<file path="src/rtl/ctrl_pkg.sv">
// ctrl_pkg: shared definitions for the multi-cycle MIPS control FSM.
//   - state codes (state_e)
//   - opcode / funct constants
//   - pc_src, reg_dst, mem_to_reg, alu_src_b and alu_op encodings
//   - instruction classes produced by instr_decode (iclass_e, decode_t)
//   - packed bundle of all datapath controls (ctrl_t)
package ctrl_pkg;

    typedef enum logic [2:0] {
        S_FETCH  = 3'd0,
        S_DECODE = 3'd1,
        S_EXEC   = 3'd2,
        S_MEM    = 3'd3,
        S_WB     = 3'd4
    } state_e;

    // Opcodes (IR[31:26])
    localparam logic [5:0] OP_RTYPE = 6'h00;
    localparam logic [5:0] OP_ORI   = 6'h0d;
    localparam logic [5:0] OP_LUI   = 6'h0f;
    localparam logic [5:0] OP_LW    = 6'h23;
    localparam logic [5:0] OP_SW    = 6'h2b;
    localparam logic [5:0] OP_BEQ   = 6'h04;
    localparam logic [5:0] OP_J     = 6'h02;
    localparam logic [5:0] OP_JAL   = 6'h03;

    // Funct codes (IR[5:0]) for R-type
    localparam logic [5:0] FN_ADDU  = 6'h21;
    localparam logic [5:0] FN_SUBU  = 6'h23;
    localparam logic [5:0] FN_JR    = 6'h08;

    // Next-PC select
    localparam logic [1:0] PC_SRC_PLUS4  = 2'd0;
    localparam logic [1:0] PC_SRC_BRANCH = 2'd1;
    localparam logic [1:0] PC_SRC_JUMP   = 2'd2;
    localparam logic [1:0] PC_SRC_JR     = 2'd3;

    // Register file write destination
    localparam logic [1:0] REG_DST_RT = 2'd0;
    localparam logic [1:0] REG_DST_RD = 2'd1;
    localparam logic [1:0] REG_DST_RA = 2'd2;

    // Register file write data source
    localparam logic [1:0] M2R_ALU = 2'd0;
    localparam logic [1:0] M2R_MDR = 2'd1;
    localparam logic [1:0] M2R_PC  = 2'd2;

    // ALU B operand select
    localparam logic [1:0] ALU_B_REG  = 2'd0;
    localparam logic [1:0] ALU_B_FOUR = 2'd1;
    localparam logic [1:0] ALU_B_IMM  = 2'd2;

    // ALU operations
    localparam logic [2:0] ALU_ADD = 3'd0;
    localparam logic [2:0] ALU_SUB = 3'd1;
    localparam logic [2:0] ALU_OR  = 3'd2;
    localparam logic [2:0] ALU_LUI = 3'd3;

    typedef enum logic [3:0] {
        IC_NOP,
        IC_RTYPE,
        IC_IMM,
        IC_LOAD,
        IC_STORE,
        IC_BRANCH,
        IC_JUMP,
        IC_JAL,
        IC_JR
    } iclass_e;

    // Class plus the ALU operation that class needs in S_EXEC.
    typedef struct packed {
        iclass_e    iclass;
        logic [2:0] alu_op;
    } decode_t;

    typedef struct packed {
        logic       pc_write;
        logic [1:0] pc_src;
        logic       ir_write;
        logic       mem_read;
        logic       mem_write;
        logic       reg_write;
        logic [1:0] reg_dst;
        logic [1:0] mem_to_reg;
        logic [1:0] alu_src_b;
        logic [2:0] alu_op;
        logic       ext_op;
    } ctrl_t;

    // Jumps and NOPs retire in S_DECODE; everything else needs S_EXEC.
    function automatic state_e decode_next(input iclass_e c);
        state_e nxt;
        case (c)
            IC_JUMP, IC_JAL, IC_JR, IC_NOP: nxt = S_FETCH;
            default:                        nxt = S_EXEC;
        endcase
        return nxt;
    endfunction

endpackage

</file>
<file path="src/rtl/instr_decode.sv">
// instr_decode: combinational op/funct -> instruction class.
//   op     in  6 : IR[31:26]
//   funct  in  6 : IR[5:0]
//   dec    out   : instruction class and its ALU operation
// Anything not in the supported set decodes to IC_NOP.
module instr_decode
    import ctrl_pkg::*;
(
    input  logic [5:0] op,
    input  logic [5:0] funct,
    output decode_t    dec
);

    always_comb begin
        dec.iclass = IC_NOP;
        dec.alu_op = ALU_ADD;
        case (op)
            OP_RTYPE: begin
                case (funct)
                    FN_ADDU: begin
                        dec.iclass = IC_RTYPE;
                        dec.alu_op = ALU_ADD;
                    end
                    FN_SUBU: begin
                        dec.iclass = IC_RTYPE;
                        dec.alu_op = ALU_SUB;
                    end
                    FN_JR:   dec.iclass = IC_JR;
                    default: dec.iclass = IC_NOP;
                endcase
            end
            OP_ORI: begin
                dec.iclass = IC_IMM;
                dec.alu_op = ALU_OR;
            end
            OP_LUI: begin
                dec.iclass = IC_IMM;
                dec.alu_op = ALU_LUI;
            end
            OP_LW:  dec.iclass = IC_LOAD;
            OP_SW:  dec.iclass = IC_STORE;
            OP_BEQ: begin
                dec.iclass = IC_BRANCH;
                dec.alu_op = ALU_SUB;
            end
            OP_J:    dec.iclass = IC_JUMP;
            OP_JAL:  dec.iclass = IC_JAL;
            default: dec.iclass = IC_NOP;
        endcase
    end

endmodule

</file>
<file path="src/rtl/multi_cycle_ctrl.sv">
// multi_cycle_ctrl: main control FSM of the multi-cycle MIPS datapath.
// Sequences fetch / decode / execute / memory / write-back and stalls on
// mem_ready in S_FETCH and S_MEM.
//   clk, reset          : clock (rising edge), async active-high reset
//   op, funct           : held instruction fields
//   zero                : ALU zero flag (used in S_EXEC for beq)
//   mem_ready           : memory completes the current access this cycle
//   pc_write, pc_src    : PC load enable and next-PC select
//   ir_write            : instruction register load
//   mem_read, mem_write : memory strobes
//   reg_write, reg_dst, mem_to_reg : register file write controls
//   alu_src_b, alu_op, ext_op      : ALU controls
//   state               : current state (debug)
// All outputs are combinational from state and inputs, and forced to 0
// while reset is high.
module multi_cycle_ctrl
    import ctrl_pkg::*;
#(
    parameter logic [2:0] INIT_STATE = 3'd0
) (
    input  logic       clk,
    input  logic       reset,
    input  logic [5:0] op,
    input  logic [5:0] funct,
    input  logic       zero,
    input  logic       mem_ready,
    output logic       pc_write,
    output logic [1:0] pc_src,
    output logic       ir_write,
    output logic       mem_read,
    output logic       mem_write,
    output logic       reg_write,
    output logic [1:0] reg_dst,
    output logic [1:0] mem_to_reg,
    output logic [1:0] alu_src_b,
    output logic [2:0] alu_op,
    output logic       ext_op,
    output logic [2:0] state
);

    // Plain vector so illegal codes 5..7 are representable and recoverable.
    logic [2:0] state_q, state_d;
    decode_t    dec;
    ctrl_t      ctrl;

    instr_decode u_decode (
        .op    (op),
        .funct (funct),
        .dec   (dec)
    );

    always_ff @(posedge clk or posedge reset) begin
        if (reset) begin
            state_q <= INIT_STATE;
        end else begin
            state_q <= state_d;
        end
    end

    always_comb begin
        state_d = S_FETCH;
        case (state_q)
            S_FETCH:  state_d = mem_ready ? S_DECODE : S_FETCH;
            S_DECODE: state_d = decode_next(dec.iclass);
            S_EXEC: begin
                case (dec.iclass)
                    IC_LOAD, IC_STORE: state_d = S_MEM;
                    IC_RTYPE, IC_IMM:  state_d = S_WB;
                    default:           state_d = S_FETCH;
                endcase
            end
            S_MEM: begin
                if (!mem_ready) begin
                    state_d = S_MEM;
                end else if (dec.iclass == IC_LOAD) begin
                    state_d = S_WB;
                end else begin
                    state_d = S_FETCH;
                end
            end
            S_WB:    state_d = S_FETCH;
            default: state_d = S_FETCH;
        endcase
    end

    always_comb begin
        ctrl = '0;
        case (state_q)
            S_FETCH: begin
                ctrl.mem_read = 1'b1;
                if (mem_ready) begin
                    ctrl.ir_write = 1'b1;
                    ctrl.pc_write = 1'b1;
                    ctrl.pc_src   = PC_SRC_PLUS4;
                end
            end
            S_DECODE: begin
                case (dec.iclass)
                    IC_JUMP: begin
                        ctrl.pc_write = 1'b1;
                        ctrl.pc_src   = PC_SRC_JUMP;
                    end
                    IC_JAL: begin
                        // Link uses the PC value that still holds PC+4 this cycle.
                        ctrl.pc_write   = 1'b1;
                        ctrl.pc_src     = PC_SRC_JUMP;
                        ctrl.reg_write  = 1'b1;
                        ctrl.reg_dst    = REG_DST_RA;
                        ctrl.mem_to_reg = M2R_PC;
                    end
                    IC_JR: begin
                        ctrl.pc_write = 1'b1;
                        ctrl.pc_src   = PC_SRC_JR;
                    end
                    default: ;
                endcase
            end
            S_EXEC: begin
                case (dec.iclass)
                    IC_RTYPE: ctrl.alu_op = dec.alu_op;
                    IC_IMM: begin
                        ctrl.alu_src_b = ALU_B_IMM;
                        ctrl.alu_op    = dec.alu_op;
                    end
                    IC_LOAD, IC_STORE: begin
                        ctrl.alu_src_b = ALU_B_IMM;
                        ctrl.ext_op    = 1'b1;
                        ctrl.alu_op    = ALU_ADD;
                    end
                    IC_BRANCH: begin
                        ctrl.alu_op   = ALU_SUB;
                        ctrl.pc_write = zero;
                        ctrl.pc_src   = PC_SRC_BRANCH;
                    end
                    default: ;
                endcase
            end
            S_MEM: begin
                // Strobe stays up for the whole wait.
                ctrl.mem_read  = (dec.iclass == IC_LOAD);
                ctrl.mem_write = (dec.iclass == IC_STORE);
            end
            S_WB: begin
                ctrl.reg_write = 1'b1;
                if (dec.iclass == IC_RTYPE) begin
                    ctrl.reg_dst = REG_DST_RD;
                end
                if (dec.iclass == IC_LOAD) begin
                    ctrl.mem_to_reg = M2R_MDR;
                end
            end
            default: ;
        endcase
    end

    // Gate on reset so nothing is written while it is held.
    assign {pc_write, pc_src, ir_write, mem_read, mem_write, reg_write,
            reg_dst, mem_to_reg, alu_src_b, alu_op, ext_op} = reset ? '0 : ctrl;

    assign state = state_q;

endmodule

</file>
<file path="config.mk">
export PLATFORM = sky130hd
export DESIGN_NAME = multi_cycle_ctrl
export DESIGN_NICKNAME = d
export VERILOG_FILES = /design/src/rtl/ctrl_pkg.sv /design/src/rtl/instr_decode.sv /design/src/rtl/multi_cycle_ctrl.sv
export SDC_FILE = /design/constraint.sdc
export NUM_CORES = 1
export LEC_CHECK = 0
export CAP_MARGIN = 20
export CORE_UTILIZATION = 36
export CTS_CLUSTER_SIZE = 28
export DETAILED_ROUTE_END_ITERATION = 8
export PLACE_DENSITY = 0.76
export SYNTH_ARGS = -nofsm -noshare
export SYNTH_HDL_FRONTEND = slang
export SYNTH_HIERARCHICAL = 1
export SYNTH_SLANG_ARGS = --single-unit
</file>
<file path="constraint.sdc">
create_clock -name clk -period 2.4 [get_ports clk]
set_input_delay 0.36 -clock clk [delete_from_list [all_inputs] [get_ports clk]]
set_output_delay 0.36 -clock clk [all_outputs]
set_load 0.005 [all_outputs]
</file>
==> metrics.txt, run 1 <==
# TYPE chip_impl_metric gauge
chip_impl_info{name="outcome",value="complete, but fails checks"} 1
chip_impl_info{name="violated_checks",value="negative setup slack"} 1
chip_impl_metric{name="starting_density",unit=""} 0.401
chip_impl_info{name="r2r-start",value="state[2]$_DFF_PP0_"} 1
chip_impl_metric{name="routed_length_per_instance",unit="um"} 22.5
chip_impl_metric{name="ys_warn_count",unit=""} 6
chip_impl_metric{name="vias_in_the_first_global_route",unit=""} 1113
chip_impl_metric{name="internal_reg_to_reg_setup_slack",unit="ns"} 0.79
chip_impl_metric{name="net_count_reported_at_finish",unit=""} 200
chip_impl_metric{name="critical_path_required",unit="ns"} 2.04
chip_impl_metric{name="die-width",unit="um"} 46.8
chip_impl_info{name="critical_path.startpoint_type",value="input port"} 1
chip_impl_metric{name="num_vias",unit=""} 1286
chip_impl_info{name="final_common_cell",value="sky130_fd_sc_hd__buf_4"} 1
chip_impl_metric{name="die-area",unit="um2"} 2190
chip_impl_metric{name="finalMaxSlewViolations",unit=""} 0
chip_impl_metric{name="fin_crit_sh",unit=""} 1.09
chip_impl_metric{name="syn-num-nets",unit=""} 121
chip_impl_metric{name="cts.htree.levels",unit=""} 1
chip_impl_metric{name="numClockSinks",unit=""} 3
chip_impl_metric{name="power_leakage",unit="uW"} 0.000715
chip_impl_metric{name="whs_path_depth",unit=""} 1
chip_impl_info{name="criticalPathCategory",value="in -> out"} 1
chip_impl_metric{name="clk_latency",unit="ns"} 0.26
chip_impl_metric{name="dpl.hpwl",unit="um"} 2070
chip_impl_info{name="layout_common_cells",value="44 x sky130_fd_sc_hd__buf_4, 10 x sky130_fd_sc_hd__buf_6, 9 x sky130_fd_sc_hd__buf_2"} 1
chip_impl_info{name="cts_root_buf",value="sky130_fd_sc_hd__clkbuf_4"} 1
chip_impl_metric{name="final_hold_viol_count",unit=""} 0
chip_impl_metric{name="ys_ff_latch",unit=""} 3
chip_impl_metric{name="grt_first_pass_wirelength",unit="um"} 5520
chip_impl_info{name="critical_path_end_type",value="output pin"} 1
chip_impl_metric{name="synth-edff-count",unit=""} 0
chip_impl_metric{name="sequential_cell_area_fraction_in_the_yosys_report",unit=""} 0.104
chip_impl_metric{name="post-route-min-period",unit="ns"} 2.62
chip_impl_metric{name="fp-row-count",unit=""} 15
chip_impl_metric{name="area_growth_syn_to_layout",unit="%"} 128
chip_impl_metric{name="finalClockSkew",unit="ns"} 0.00664
chip_impl_metric{name="max-cap-violations",unit=""} 0
chip_impl_info{name="worst_setup_path_startpoint",value="op[2]"} 1
chip_impl_metric{name="total_inserted_antenna_cells",unit=""} 0
chip_impl_info{name="rsz0062_at_grt",value="yes"} 1
chip_impl_metric{name="detail_route.drc_violations",unit=""} 0
chip_impl_metric{name="ant_nets",unit=""} 0
chip_impl_metric{name="fin_setup_tns",unit="ns"} -0.754
chip_impl_info{name="most_used_flip_flop_cell_after_synthesis",value="sky130_fd_sc_hd__dfrtp_1"} 1
chip_impl_metric{name="fp.coreArea",unit="um2"} 1800
chip_impl_metric{name="fillCellCount",unit=""} 81
chip_impl_metric{name="ctsLongestPathBuffers",unit=""} 2
chip_impl_metric{name="largest_reg_flops",unit=""} 3
chip_impl_metric{name="cp_max_fo",unit=""} 5
chip_impl_metric{name="worst_ep_arrival_time",unit="ns"} 2.26
chip_impl_metric{name="drive_gt1_frac",unit=""} 0.612
chip_impl_metric{name="worst_ir_drop_vdd",unit="uV"} 208
chip_impl_metric{name="post_synth_instance_area",unit="um2"} 723
chip_impl_metric{name="drt_pass1_iterations",unit=""} 5
chip_impl_info{name="regToRegEndpoint",value="state[1]$_DFF_PP0_"} 1
chip_impl_metric{name="synthesis.area_per_instance",unit="um2"} 6.89
chip_impl_metric{name="numCtsBuffers",unit=""} 3
chip_impl_info{name="cts_tree",value="done"} 1
chip_impl_info{name="min_delay_worst_endpoint",value="state[0]$_DFF_PP0_"} 1
chip_impl_info{name="launch_point_of_the_worst_hold_path",value="state[2]$_DFF_PP0_"} 1
chip_impl_metric{name="asyncSetResetFlopFracSynth",unit=""} 1.00
chip_impl_metric{name="hold-worst-slack",unit="ns"} 0.613
chip_impl_metric{name="setup-violations-final",unit=""} 10
chip_impl_metric{name="avgViaCountPerCell",unit=""} 6.18
chip_impl_metric{name="reg2regPathDepth",unit=""} 4
chip_impl_metric{name="sequential_cell_area",unit="um2"} 75.1
chip_impl_metric{name="num_io_pins",unit=""} 36
chip_impl_metric{name="netlist-cell-type-count",unit=""} 47
chip_impl_metric{name="max_clock_freq",unit="MHz"} 381
chip_impl_metric{name="worst_setup_hold_path_clk_slew",unit="ns"} 0.04
chip_impl_metric{name="globalRoute.totalOverflow",unit=""} 0
chip_impl_metric{name="drt_iter0_drc",unit=""} 91
chip_impl_metric{name="pin_count_of_the_biggest_net_entering_global_routing",unit=""} 9
chip_impl_metric{name="synthesis.instances",unit=""} 105
chip_impl_metric{name="power_density",unit="nW/um2"} 229
chip_impl_metric{name="grt_antenna_before_repair",unit=""} 0
chip_impl_metric{name="routabilityCongestion",unit=""} 0.850
chip_impl_info{name="hp-class",value="reg -> reg"} 1
chip_impl_metric{name="hold_buffers",unit=""} 0
chip_impl_metric{name="multi_input_comb_area",unit="um2"} 818
chip_impl_metric{name="postRouteWirelength",unit="um"} 4690
chip_impl_metric{name="io_buffers",unit=""} 33
chip_impl_metric{name="layout_setup_ws",unit="ns"} -0.222
chip_impl_metric{name="dpl_worst_slack",unit="ns"} -1.00
chip_impl_metric{name="die_y",unit="um"} 46.8
chip_impl_metric{name="track_usage",unit=""} 0.367
[worst max-delay path, cell delays in order]
cell	delay [ns]
sky130_fd_sc_hd__buf_6	0.11
sky130_fd_sc_hd__nor4_4	0.29
sky130_fd_sc_hd__nand3_2	0.17
sky130_fd_sc_hd__nor4_4	0.27
sky130_fd_sc_hd__nor4b_4	0.24
sky130_fd_sc_hd__buf_4	0.16
sky130_fd_sc_hd__o21bai_1	0.07
sky130_fd_sc_hd__a2111oi_2	0.39
sky130_fd_sc_hd__buf_2	0.19
[cells in the mapped netlist, drive strengths merged (3+ instances only)]
library cell | count | area share
nor4b | 4 | 0.057
and2 | 3 | 0.026
inv | 4 | 0.021
buf | 8 | 0.074
nand2b | 4 | 0.035
and3b | 3 | 0.038
o21ai | 5 | 0.035
nor2 | 13 | 0.067
nand3 | 5 | 0.035
nor4 | 4 | 0.043
dfrtp | 3 | 0.10
nor3 | 6 | 0.042
or3 | 3 | 0.026
nand2 | 7 | 0.036
[cell families (layout without fill, tap and decap cells)]
kind of cell           Yosys count  count (layout)  synth area share
XOR/XNOR                         1               1            0.0121
AND/OR/NAND/NOR                 65              65             0.562
buffers and inverters           14              92             0.106
flip-flops                       3               3             0.104
AO/OA/AOI/OAI                   20              20             0.206
other                            2               2            0.0104
[how the worst max path moves through the flow]
stage / endpoint / slack, ns / depth (start not counted)
6_report: pc_write / -0.22 / 9
5_1_grt: pc_write / -0.28 / 9
4_1_cts: alu_op[1] / -0.09 / 10
3_5_place_dp: pc_src[0] / -1.00 / 9
3_3_place_gp: pc_src[0] / -0.95 / 9
2_1_floorplan: reg_dst[1] / 0.06 / 7
[layer usage]
| layer | global-route usage | wire length [um] | up-vias |
|---|---|---|---|
| met4 | 0.160 | 186 | 0 |
| met5 | 0 | 0 | - |
| met2 | 0.592 | 2270 | 98 |
| li1 | - | - | 548 |
| met3 | 0.100 | 388 | 23 |
| met1 | 0.458 | 1840 | 617 |
[area by class of cell]
class,instances,share of cell area
clock buffers,4,0.0160
inverters,4,0.00913
well taps,25,0.0190
flip-flops and latches,3,0.0456
multi-input cells,88,0.497
repair buffers,84,0.413
[stage by stage]
step           total power [uW]   util  cells  area (um2)
2_1_floorplan               126      -    105         732
3_3_place_gp                211  0.723    189        1300
3_5_place_dp                215  0.723    189        1300
4_1_cts                     341  0.853    205        1540
5_1_grt                     389  0.913    208        1650
6_report                    378  0.913    208        1650
[power breakdown]
part	internal [uW]	leakage [uW]	switching [uW]
combinational	109	0.000660	106
clock	63.2	0.0000150	39.7
sequential	54.2	0.0000402	5.69
[timing repair]
item / CTS / global route
buffers inserted: 13 / 3
setup endpoints to repair: 14 / 13
gates resized for setup: 112 / 36
pin swaps: 23 / 17
(Power assumes the default switching activity.)
==> run 2, diff against run 1 <==
- CORE_UTILIZATION: 36 -> 42
- GPL_ROUTABILITY_DRIVEN: unset -> 0
- PLACE_DENSITY: 0.76 -> 0.83
- clock period: 2.4 -> 3.03 ns (I/O delays scaled with it)
==> metrics.txt, run 2 (synthesis gave the netlist of run 1 again) <==
# TYPE chip_impl_metric gauge
chip_impl_metric{name="num_vias",unit=""} 1309
chip_impl_info{name="critical_path.startpoint_type",value="input port"} 1
chip_impl_info{name="critical_path_end_type",value="output pin"} 1
chip_impl_metric{name="grt_antenna_before_repair",unit=""} 0
chip_impl_metric{name="cp_max_fo",unit=""} 7
chip_impl_metric{name="starting_density",unit=""} 0.464
chip_impl_metric{name="die-area",unit="um2"} 1890
chip_impl_metric{name="internal_reg_to_reg_setup_slack",unit="ns"} 1.29
chip_impl_info{name="violated_checks",value="design-rule violations, negative setup slack"} 1
chip_impl_metric{name="total_inserted_antenna_cells",unit=""} 0
chip_impl_metric{name="dpl_worst_slack",unit="ns"} -0.570
chip_impl_metric{name="drt_iter0_drc",unit=""} 105
chip_impl_metric{name="final_hold_viol_count",unit=""} 0
chip_impl_metric{name="clk_latency",unit="ns"} 0.26
chip_impl_metric{name="postRouteWirelength",unit="um"} 4390
chip_impl_info{name="cts_tree",value="done"} 1
chip_impl_metric{name="slew_headroom",unit=""} 0.660
chip_impl_metric{name="ctsLongestPathBuffers",unit=""} 2
chip_impl_metric{name="worst_setup_hold_path_clk_slew",unit="ns"} 0.05
chip_impl_metric{name="io_buffers",unit=""} 33
chip_impl_metric{name="routed_length_per_instance",unit="um"} 23.7
chip_impl_info{name="criticalPathCategory",value="in -> out"} 1
chip_impl_info{name="layout_common_cells",value="32 x sky130_fd_sc_hd__buf_4, 13 x sky130_fd_sc_hd__clkdlybuf4s50_1, 9 x sky130_fd_sc_hd__nor2_1"} 1
chip_impl_info{name="hp-class",value="in -> async"} 1
chip_impl_metric{name="fin_setup_tns",unit="ns"} -0.0239
chip_impl_info{name="outcome",value="complete, but fails checks"} 1
chip_impl_metric{name="track_usage",unit=""} 0.360
chip_impl_metric{name="max_clock_freq",unit="MHz"} 327
chip_impl_metric{name="max-cap-violations",unit=""} 0
chip_impl_metric{name="worst_ep_arrival_time",unit="ns"} 2.60
chip_impl_metric{name="ant_nets",unit=""} 0
chip_impl_info{name="worst_setup_path_startpoint",value="funct[0]"} 1
chip_impl_metric{name="finalMaxSlewViolations",unit=""} 0
chip_impl_metric{name="die_y",unit="um"} 43.5
chip_impl_metric{name="critical_path_required",unit="ns"} 2.58
chip_impl_metric{name="die-width",unit="um"} 43.5
chip_impl_metric{name="fp.coreArea",unit="um2"} 1560
chip_impl_metric{name="detail_route.drc_violations",unit=""} 4
chip_impl_metric{name="worst_ir_drop_vdd",unit="uV"} 193
chip_impl_metric{name="layout.core_utilization",unit=""} 0.947
chip_impl_metric{name="largest_reg_flops",unit=""} 3
chip_impl_metric{name="drive_gt1_frac",unit=""} 0.426
chip_impl_metric{name="post-route-min-period",unit="ns"} 3.05
chip_impl_metric{name="net_count_reported_at_finish",unit=""} 186
chip_impl_metric{name="hold_buffers",unit=""} 0
chip_impl_metric{name="layout_setup_ws",unit="ns"} -0.0239
chip_impl_metric{name="numCtsBuffers",unit=""} 3
chip_impl_metric{name="grt_first_pass_wirelength",unit="um"} 5110
chip_impl_metric{name="power",unit="uW"} 272
chip_impl_metric{name="power_leakage",unit="uW"} 0.000723
chip_impl_metric{name="avgViaCountPerCell",unit=""} 7.08
chip_impl_metric{name="pin_count_of_the_biggest_net_entering_global_routing",unit=""} 14
chip_impl_metric{name="worst_slew_pin_slew",unit="ns"} 0.511
chip_impl_metric{name="reg2regPathDepth",unit=""} 3
chip_impl_metric{name="numClockSinks",unit=""} 3
chip_impl_metric{name="fin_crit_sh",unit=""} 1.01
chip_impl_metric{name="vias_in_the_first_global_route",unit=""} 1058
chip_impl_metric{name="finalClockSkew",unit="ns"} 0.00169
chip_impl_info{name="r2r-start",value="state[0]$_DFF_PP0_"} 1
chip_impl_metric{name="globalRoute.totalOverflow",unit=""} 0
chip_impl_info{name="final_common_cell",value="sky130_fd_sc_hd__buf_4"} 1
chip_impl_info{name="crit_path_end",value="reg_write"} 1
chip_impl_metric{name="dpl.hpwl",unit="um"} 1730
chip_impl_info{name="cts_root_buf",value="sky130_fd_sc_hd__clkbuf_4"} 1
chip_impl_metric{name="num_io_pins",unit=""} 36
chip_impl_metric{name="fp-row-count",unit=""} 14
chip_impl_metric{name="setup-violations-final",unit=""} 1
chip_impl_metric{name="cts.htree.levels",unit=""} 1
chip_impl_metric{name="drt_pass1_iterations",unit=""} 9
chip_impl_metric{name="area_growth_syn_to_layout",unit="%"} 104
chip_impl_metric{name="power_density",unit="nW/um2"} 184
chip_impl_info{name="regToRegEndpoint",value="state[1]$_DFF_PP0_"} 1
run 2: cell count changes in the layout (fill, tap and decap cells not counted), moves of 3 or more:
cell / change
sky130_fd_sc_hd__buf_2: -8
sky130_fd_sc_hd__buf_4: -12
sky130_fd_sc_hd__buf_6: -5
sky130_fd_sc_hd__clkdlybuf4s50_1: +7
sky130_fd_sc_hd__dlymetal6s2s_1: +8
sky130_fd_sc_hd__nand2_1: +3
sky130_fd_sc_hd__nand2_2: -3
sky130_fd_sc_hd__nand3_1: +3
sky130_fd_sc_hd__nor4_4: -3
sky130_fd_sc_hd__o21ai_1: +4
sky130_fd_sc_hd__o21ai_2: -3
run 2: power by group:
part | switching [uW] | internal [uW] | total [uW] | leakage [uW]
Combinational | 64.0 | 68.6 | 133 | 0.000668
Clock | 35.4 | 50.3 | 85.7 | 0.0000150
Sequential | 11.4 | 42.7 | 54.1 | 0.0000402
Total | 111 | 162 | 272 | 0.000723
run 2: critical path, cell delays in order:
cell and delay, ns:
sky130_fd_sc_hd__clkdlybuf4s50_1 0.57, sky130_fd_sc_hd__nand3b_1 0.19, sky130_fd_sc_hd__o21ai_1 0.19, sky130_fd_sc_hd__buf_4 0.14, sky130_fd_sc_hd__buf_4 0.15, sky130_fd_sc_hd__nand3_1 0.13
sky130_fd_sc_hd__o31a_1 0.30, sky130_fd_sc_hd__nor3_1 0.19, sky130_fd_sc_hd__dlygate4sd2_1 0.28
run 2: worst min-delay path by stage:
stage,endpoint,depth (start not counted)
5_1_grt,state[0]$_DFF_PP0_,3
6_report,state[2]$_DFF_PP0_,3
2_1_floorplan,state[0]$_DFF_PP0_,2
4_1_cts,state[0]$_DFF_PP0_,3
3_3_place_gp,state[2]$_DFF_PP0_,1
3_5_place_dp,state[2]$_DFF_PP0_,1
run 2: what timing repair did:
action                     in CTS  in global routing
buffers inserted                9                  8
pin swaps                       8                 10
setup endpoints to repair      14                 13
resized for setup              42                 29
run 2: layer usage:
layer / routed length (um) / share of wire / vias up / GRT usage
met2: 1950 / 0.44 / 154 / 0.579
met5: 0 / 0 / - / 0
li1: - / - / 519 / -
met4: 349 / 0.079 / 0 / 0.169
met1: 1580 / 0.36 / 592 / 0.477
met3: 510 / 0.12 / 44 / 0.0458
run 2: metrics by stage:
stage               area [um2]  hold slack [ns]  cells
floorplan                  723            0.422    105
global placement          1160            0.721    164
detailed placement        1160            0.735    164
CTS                       1350            0.659    177
global route              1480            0.729    185
finish                    1480            0.723    185
run 2: cell type report:
cell class	count	area, um2
timing repair buffer	70	612
multi-input combinational	88	728
inverter	4	15.0
clock buffer	4	26.3
sequential	3	75.1
fill	49	82.6
tap	16	20.0
==> RTL change, RTL diff (config.mk and constraints of run 1) <==
Reset style: synchronous (`reset`), changed in one clocked block. Comments in the files are not updated.
--- a/src/rtl/multi_cycle_ctrl.sv
+++ b/src/rtl/multi_cycle_ctrl.sv
@@ -50,5 +50,5 @@
     );
 
-    always_ff @(posedge clk or posedge reset) begin
+    always_ff @(posedge clk) begin
         if (reset) begin
             state_q <= INIT_STATE;
Formal check against the unedited RTL: differs if reset is asserted again (counterexample within 4 cycles, from zero or initial values and one cycle with reset high); with reset held inactive, the same outputs for 10 cycles.
==> RTL change against run 1 <==
The flow still finishes with violations (setup timing). First-iteration DRC count decreased by 13%. Final area decreased by 0.99%. Cell count increased by 0.48%. Count of clock-buffer cells in the layout unchanged. Global-route usage decreased by 2.7 points. Power decreased by 15%. Wire length decreased by 6.1%. Utilization about the same. Non-clock buffer count increased by 3. Area after synthesis decreased by 2.1%. Register-to-register slack got worse by 0.16 ns. Sequential cell count unchanged. Worst setup slack improved by 0.047 ns. Critical path depth increased by 2. Critical endpoint is now pc_src[1].
==> RTL change: results (changes against run 1) <==
[placed_design]
place_area_um2 = 1220  ; -6.1%
dp_hpwl_um = 1900  ; -8.2%
placedCellCount = 182  ; -3.7%
place_ws_ns = -0.775  ; +0.229 ns
gp_congestion = 0.824  ; -3.1%

[layout]
largest_reg_flops = 3  ; unchanged
layout.nonclk_buf_share_pct = 43.9  ; +2.6 points
clkCellAreaFrac_pct = 1.61  ; +0.016 points
seq_area_um2 = 60.1  ; -20%
multi_input_area_um2 = 793  ; -3.1%
nFillCells = 64  ; -21%
final_cells = 209  ; +0.48%
inv_count = 1  ; -3
final.clkbuf_count = 4  ; unchanged
multi_input_gates = 89  ; +1.1%

[timing]
hold_ws_ns = 0.640  ; +0.0272 ns
worst_slack_ns = -0.175  ; +0.0465 ns
setup_violations = 7  ; -3
fin_tns_setup_ns = -0.683  ; +0.0717 ns
skew_ns = 0.00614  ; -0.000498 ns

[global_routing]
grt_pass1_wl_um = 5220  ; -5.5%
grt_usage_pct = 34.1  ; -2.7 points
grt_max_degree = 12  ; +3
grt_pass1_vias = 1190  ; +6.9%

[critical_path]
crit_start = op[5]
setup.worst_path.end = pc_src[1]
r2r_slack_ns = 0.63  ; -0.16 ns
worst_ep_arrival_time_ns = 2.22  ; -0.04 ns
crit_fanout = 3  ; -2
r2r-end = state[1]
critical-path-max-stage-delay_ns = 0.32  ; -0.07 ns
rr_worst_depth = 4  ; unchanged
r2r-start = state[0]

[routing]
dr.pass1.iters = 4  ; -1
via_per_inst = 6.33  ; +2.3%
finalWirelength_um = 4400  ; -6.1%

[synth]
synth_xor_area_share_pct = 1.24  ; +0.026 points
synth_commonest_cells = nor2_1 (13), nand2_1 (6), buf_4 (5), nor2b_1 (5), o21ai_0 (5)
syn_nets = 119  ; -1.7%
avgSynthCellArea_um2 = 6.88  ; -0.17%
async_flop_share_pct = 0  ; -100 points
yosysSeqAreaShare_pct = 8.48  ; -1.9 points
synthDistinctLibCells = 45  ; -4.3%
synth_area_leaders = dfxtp_1 (8.5%), nor2_1 (6.9%), buf_4 (5.3%), nor4b_1 (4.9%), nor2b_1 (4.4%)
synth_compound_area_share_pct = 19.8  ; -0.80 points

[pwr]
p_leak_nw = 0.693  ; -3.0%
power.density_nw_per_um2 = 196  ; -14%
ir_drop_uv = 162  ; -22%

[worst_hold_path]
min_path_cells = 1  ; unchanged
hp-start = state[1]

[run_status]
status = finished with violations
violations = setup timing

[floorplan]
rows = 15  ; unchanged

RTL change: changes by cell type after synthesis, moves of 2 or more:
cell and change:
clkbuf_1 -2, dfrtp_1 -3, inv_1 -3, nor3_1 -2, nor2b_1 +3, or3b_4 -2, buf_4 +2, dfxtp_1 +3
nand3b_1 +3
RTL change: routing by layer:
metal	routed length [um]	vias to the layer above	share of wire (%)	track usage, %
met5	0	-	0	0
met4	335	0	7.6	17.1
met3	359	48	8.2	8.24
met2	2190	122	50	62.8
met1	1520	606	35	34.8
li1	-	546	-	-
RTL change: what timing repair did:
action | 4_1_cts | 5_1_grt
buffers inserted | 17 | 8
resized for setup | 86 | 57
hold endpoints to repair | 0 | 0
endpoints found under the setup margin | 14 | 12
gates cloned | 0 | 0
pin swaps | 16 | 18
RTL change: power by group:
part / internal, mW / switching [mW] / total (mW) / leakage, nW
combinational: 0.0866 / 0.0765 / 0.163 / 0.654
sequential: 0.0515 / 0.00441 / 0.0559 / 0.0244
clock: 0.0631 / 0.0375 / 0.101 / 0.0150
